**config.mk**
```make
export PLATFORM = sky130hd
export DESIGN_NAME = updown_mod_counter_flat
export DESIGN_NICKNAME = d
export VERILOG_FILES = /design/src/rtl/updown_mod_counter_if.sv /design/src/rtl/updown_mod_counter.sv /design/src/flat_wrapper.sv
export SDC_FILE = /design/constraint.sdc
export NUM_CORES = 1
export LEC_CHECK = 0
export CAP_MARGIN = 10
export CORE_UTILIZATION = 40
export CTS_CLUSTER_DIAMETER = 100
export DETAILED_ROUTE_END_ITERATION = 8
export PLACE_DENSITY_LB_ADDON = 0.25
export SLEW_MARGIN = 40
export SYNTH_ARGS = -nofsm -noshare
export SYNTH_HDL_FRONTEND = slang
export SYNTH_SLANG_ARGS = --single-unit
```
**constraint.sdc**
```tcl
create_clock -name clk -period 1.71 [get_ports clk]
set_input_delay 0.4275 -clock clk [delete_from_list [all_inputs] [get_ports clk]]
set_output_delay 0.4275 -clock clk [all_outputs]
set_load 0.03 [all_outputs]
```
**src/rtl/updown_mod_counter_if.sv**
```systemverilog
// Bus bundle for updown_mod_counter.
// Control inputs travel from the user to the counter. Count state travels back.
// There is no valid/ready handshake here. Every control input is sampled on each
// rising clk edge, and its effect shows on Q/tc/wrap_cnt one clock later.
interface updown_mod_counter_if #(
    parameter int WIDTH  = 3,
    parameter int WRAP_W = 4
);
    logic              en;
    logic              up_dn;
    logic              sat_mode;
    logic              load;
    logic [WIDTH-1:0]  load_val;
    logic [WIDTH-1:0]  mod_val;
    logic              clr_wrap;
    logic [WIDTH-1:0]  Q;
    logic              tc;
    logic [WRAP_W-1:0] wrap_cnt;

    // Side that controls the counter and observes it
    modport master (
        output en, up_dn, sat_mode, load, load_val, mod_val, clr_wrap,
        input  Q, tc, wrap_cnt
    );

    // The counter itself
    modport slave (
        input  en, up_dn, sat_mode, load, load_val, mod_val, clr_wrap,
        output Q, tc, wrap_cnt
    );
endinterface

```
**src/rtl/updown_mod_counter.sv**
```systemverilog
// Programmable-modulus up/down counter.
// Features: parallel load with clamp, count enable, and wrap or saturate at the
// boundaries. It also provides a registered terminal-count pulse and a saturating
// counter of wrap events.
// Counting range is 0..mod_val inclusive. A Q left above mod_val by a mod_val
// change is treated as a boundary when counting up, and simply decrements when
// counting down.
module updown_mod_counter #(
    parameter int WIDTH  = 3,
    parameter int WRAP_W = 4
) (
    input logic                clk,
    input logic                reset,
    updown_mod_counter_if.slave bus
);

    localparam logic [WRAP_W-1:0] WRAP_MAX = {WRAP_W{1'b1}};

    logic [WIDTH-1:0]  q_r;
    logic              tc_r;
    logic [WRAP_W-1:0] wrap_r;

    logic [WIDTH-1:0]  q_next;
    logic              tc_next;
    logic              wrap_event;
    logic [WRAP_W-1:0] wrap_next;

    // Next count, terminal-count flag and wrap event (load beats enable)
    always_comb begin
        q_next     = q_r;
        tc_next    = 1'b0;
        wrap_event = 1'b0;
        if (bus.load) begin
            q_next = (bus.load_val > bus.mod_val) ? bus.mod_val : bus.load_val;
        end else if (bus.en) begin
            if (bus.up_dn) begin
                if (q_r < bus.mod_val) begin
                    q_next = q_r + 1'b1;
                end else begin
                    tc_next    = 1'b1;
                    wrap_event = ~bus.sat_mode;
                    q_next     = bus.sat_mode ? bus.mod_val : '0;
                end
            end else begin
                if (q_r != '0) begin
                    q_next = q_r - 1'b1;
                end else begin
                    tc_next    = 1'b1;
                    wrap_event = ~bus.sat_mode;
                    q_next     = bus.sat_mode ? '0 : bus.mod_val;
                end
            end
        end
    end

    // Next wrap count: clear wins over a simultaneous wrap; saturates at all-ones
    always_comb begin
        wrap_next = wrap_r;
        if (bus.clr_wrap) begin
            wrap_next = '0;
        end else if (wrap_event && (wrap_r != WRAP_MAX)) begin
            wrap_next = wrap_r + 1'b1;
        end
    end

    // State registers, cleared asynchronously by the active-low reset
    always_ff @(posedge clk or negedge reset) begin
        if (!reset) begin
            q_r    <= '0;
            tc_r   <= 1'b0;
            wrap_r <= '0;
        end else begin
            q_r    <= q_next;
            tc_r   <= tc_next;
            wrap_r <= wrap_next;
        end
    end

    assign bus.Q        = q_r;
    assign bus.tc       = tc_r;
    assign bus.wrap_cnt = wrap_r;

endmodule

```
**src/flat_wrapper.sv**
```systemverilog
// flat-port wrapper written by rule: the top's interface ports become plain ports
module updown_mod_counter_flat 
#(
    parameter int WIDTH  = 3,
    parameter int WRAP_W = 4
)
  (clk, reset, bus_en, bus_up_dn, bus_sat_mode, bus_load, bus_load_val, bus_mod_val, bus_clr_wrap, bus_Q, bus_tc, bus_wrap_cnt);
  updown_mod_counter_if #(.WIDTH(WIDTH), .WRAP_W(WRAP_W)) bus_i ();
  input logic clk;
  input logic reset;
  input wire logic [$bits(bus_i.en)-1:0] bus_en;
  input wire logic [$bits(bus_i.up_dn)-1:0] bus_up_dn;
  input wire logic [$bits(bus_i.sat_mode)-1:0] bus_sat_mode;
  input wire logic [$bits(bus_i.load)-1:0] bus_load;
  input wire logic [$bits(bus_i.load_val)-1:0] bus_load_val;
  input wire logic [$bits(bus_i.mod_val)-1:0] bus_mod_val;
  input wire logic [$bits(bus_i.clr_wrap)-1:0] bus_clr_wrap;
  output wire logic [$bits(bus_i.Q)-1:0] bus_Q;
  output wire logic [$bits(bus_i.tc)-1:0] bus_tc;
  output wire logic [$bits(bus_i.wrap_cnt)-1:0] bus_wrap_cnt;
  assign bus_i.en = bus_en;
  assign bus_i.up_dn = bus_up_dn;
  assign bus_i.sat_mode = bus_sat_mode;
  assign bus_i.load = bus_load;
  assign bus_i.load_val = bus_load_val;
  assign bus_i.mod_val = bus_mod_val;
  assign bus_i.clr_wrap = bus_clr_wrap;
  assign bus_Q = bus_i.Q;
  assign bus_tc = bus_i.tc;
  assign bus_wrap_cnt = bus_i.wrap_cnt;
  updown_mod_counter #(.WIDTH(WIDTH), .WRAP_W(WRAP_W)) u_core (.clk(clk), .reset(reset), .bus(bus_i));
endmodule
```
==> impl_metrics.yaml <==
clock_network:
  htreeDepth: 1
  cts_tree: "done"
  clk_path_buf_depth: 2
  cts-root-buf: "clkbuf_4"
  worstSkewPairLatency_ns: 0.26
  hold_buffers: 0
  clkSinkCount: 8
  cts.clk_slew.worst_paths_ns: 0.06
  cts_made_buffers: 3
sta:
  fin_crit_sh_pct: 99.77
  rsz0062_at_grt: "true"
  period_needed_ns: 1.706
  skew_ns: 0.005522
  hold_viol: 0
  holdWs_ns: 0.4481
  setup_viol: 0
  slew_headroom_pct: 75.10
  setup_tns_ns: 0
  drv_slew: 0
  layout_setup_ws_ns: 0.003984
  worstMarginPinSlew_ns: 0.3723
  max_freq_mhz: 586.2
route:
  drc: 0
  antenna_left: 0
  drt-total-wl_microns: 2068
  drtIter0Drc: 24
  wire_per_inst_microns: 15.79
  vias: 725
  vias_per_cell: 5.534
  first_pass_iters: 5
yosys:
  synth_cell_types: 27
  yosys_warnings: 0
  synth-edff-count: 0
  avgSynthCellArea_sq_um: 9.113
  yosysSeqAreaShare_pct: 29.68
  synth_cells: 74
  synth_common_cells: "ha_1, dfrtp_1, inv_1, nor2_1, o21ai_0"
  async_flop_share_pct: 100.0
  synth_ff_type: "dfrtp_1"
  yosysTopAreaCell: "dfrtp_1"
  synthTopCellsByArea: "dfrtp_1, ha_1, mux2i_1"
  synth.most_common_cell: "ha_1"
  synthesis.nets: 96
  synth_seq_cells: 8
  synthDominantCellAreaShare_pct: 29.68
  synth_area_sq_um: 674.4
setup_path:
  startpoint_type: "flip-flop"
  crit_type: "flip-flop to flip-flop"
  arrival_ns: 1.88
  crit_family: "compound AO/OA/AOI/OAI gates"
  critPathCaptureType: "flip-flop"
  path_buf_inv: 0
  crit_chain: "ha_4 -> a21oi_4 -> o21ai_2 -> nand2b_1 -> a311o_1 -> a22oi_2"
  cpMaxStageDelayCell: "dfrtp_2"
  worstPathRequired_ns: 1.88
  cp_max_fo: 4
  cp_slowest_stage_delay_ns: 0.43
  reg2reg_slack_ns: 0.004
placed_design:
  dp_slack_ns: -0.5679
  hpwlAfterDp_microns: 1441
  place.gp.congestion: 0.7758
  detailed_place.area_sq_um: 1027
  portBuffers: 20
  dpl.cell_count: 124
global_routing:
  grt_overflow: 0
  grt_pass1_vias: 736
  antenna_found_initial: 0
  grt_max_degree: 9
  grt_pass1_wl_microns: 3305
  track_usage_pct: 24.08
floorplanning:
  die_w_microns: 43.06
  io_pins: 21
  die_h_microns: 43.06
  coreArea_sq_um: 1541
  num_rows: 14
  start_util_pct: 43.75
  die_area_sq_um: 1854
finish:
  seqCellArea_sq_um: 206.4
  instances_no_fill: 131
  multiInputGateArea_sq_um: 558.0
  areaGrowthSynthToFinish_pct: 70.50
  fin_area_sq_um: 1150
  n_antenna_cell: 0
  nFillCells: 118
  layout-drive-gt1-share_pct: 40.87
  fin_nets: 138
status:
  run_status: "finished, final reports clean"
hold_path:
  holdCritPathClass: "input port to async pin"
power:
  leakage_nw: 0.5456
  power.density_nw_per_um2: 664.2
  peakVddDrop_uv: 437.2
run:
  maxCapViolations: 0
[worst register-to-register path, delay by kind of cell, from the launching register on]
kind / cells / cell delay, ns
DFF: 1 / 0.43
and+or+nand+nor: 1 / 0.15
adders and majority gates: 1 / 0.25
AOI/OAI and AO/OA: 4 / 0.78
[stage by stage]
stage	utilization, %	total power [W]
after floorplan	-	0.0003991
after global placement	66.64	0.0005356
after detailed placement	66.64	0.0005444
after CTS	69.89	0.0007133
after global routing	74.59	0.0008105
final	74.59	0.0007637
[logic make-up after synthesis]
logic type               synth area share (%)
XOR/XNOR                                3.897
multiplexers                            5.937
buffers and inverters                   4.453
AND/OR/NAND/NOR                         17.63
flip-flops                              29.68
AO/OA/AOI/OAI                           21.71
adder cells (fa/ha/maj)                 16.70
[report_power, final]
part	internal (W)	switching [W]
Sequential	0.000205	0.0000198
Combinational	0.000189	0.000192
Clock	0.0000895	0.0000682
[placed cells by master, fill, tap and decap left out, types with 3 or more instances in the layout]
master,Yosys,routed
buf_4,0,17
dlygate4sd2_1,0,9
clkdlybuf4s50_1,0,7
inv_1,8,6
nor2_1,5,5
dfrtp_2,0,5
mux2i_1,4,4
ha_1,9,4
ha_4,0,4
o21ai_0,5,3
xor2_1,3,3
a21oi_1,4,3
clkbuf_4,0,3
dfrtp_1,8,3
[state kept, by name, indices dropped and copies added (netlist names)]
register,cells
u_core.bus.Q,3
u_core.bus.wrap_cnt,4
u_core.bus.tc,1
[per-layer routing]
metal / vias to the layer above / global-route usage, % / wire (microns)
met1: 336 / 30.69 / 841
met3: 2 / 8.085 / 110
met2: 28 / 39.09 / 1097
met4: 0 / 6.061 / 19
li1: 359 / - / -
met5: - / 0 / 0
[worst paths after layout]
check                                             from                      to  depth (start not counted)
worst max-delay path                   u_core.bus.Q[2]         u_core.bus.Q[2]                          6
worst min-delay path                             reset  u_core.bus.wrap_cnt[3]                          1
worst max register to register         u_core.bus.Q[2]         u_core.bus.Q[2]                          6
worst min register to register  u_core.bus.wrap_cnt[0]  u_core.bus.wrap_cnt[0]                          2
max in group asynchronous                        reset         u_core.bus.Q[2]                          1
min in group clk                       bus_load_val[2]         u_core.bus.Q[2]                          3
[what timing repair did]
| action | in CTS | in global routing |
|---|---|---|
| pin swaps | 10 | 4 |
| setup buffers | 2 | 1 |
| resized for setup | 20 | 16 |
| endpoints found under the setup margin | 14 | 6 |
[final cells by class]
type	count	area share (%)
Clock buffer	4	2.285
Inverter	8	2.612
Multi-Input combinational cell	58	48.53
Sequential cell	8	17.95
Tap cell	16	1.741
Timing Repair Buffer	37	26.88
Power figures use the tool's default switching activity.
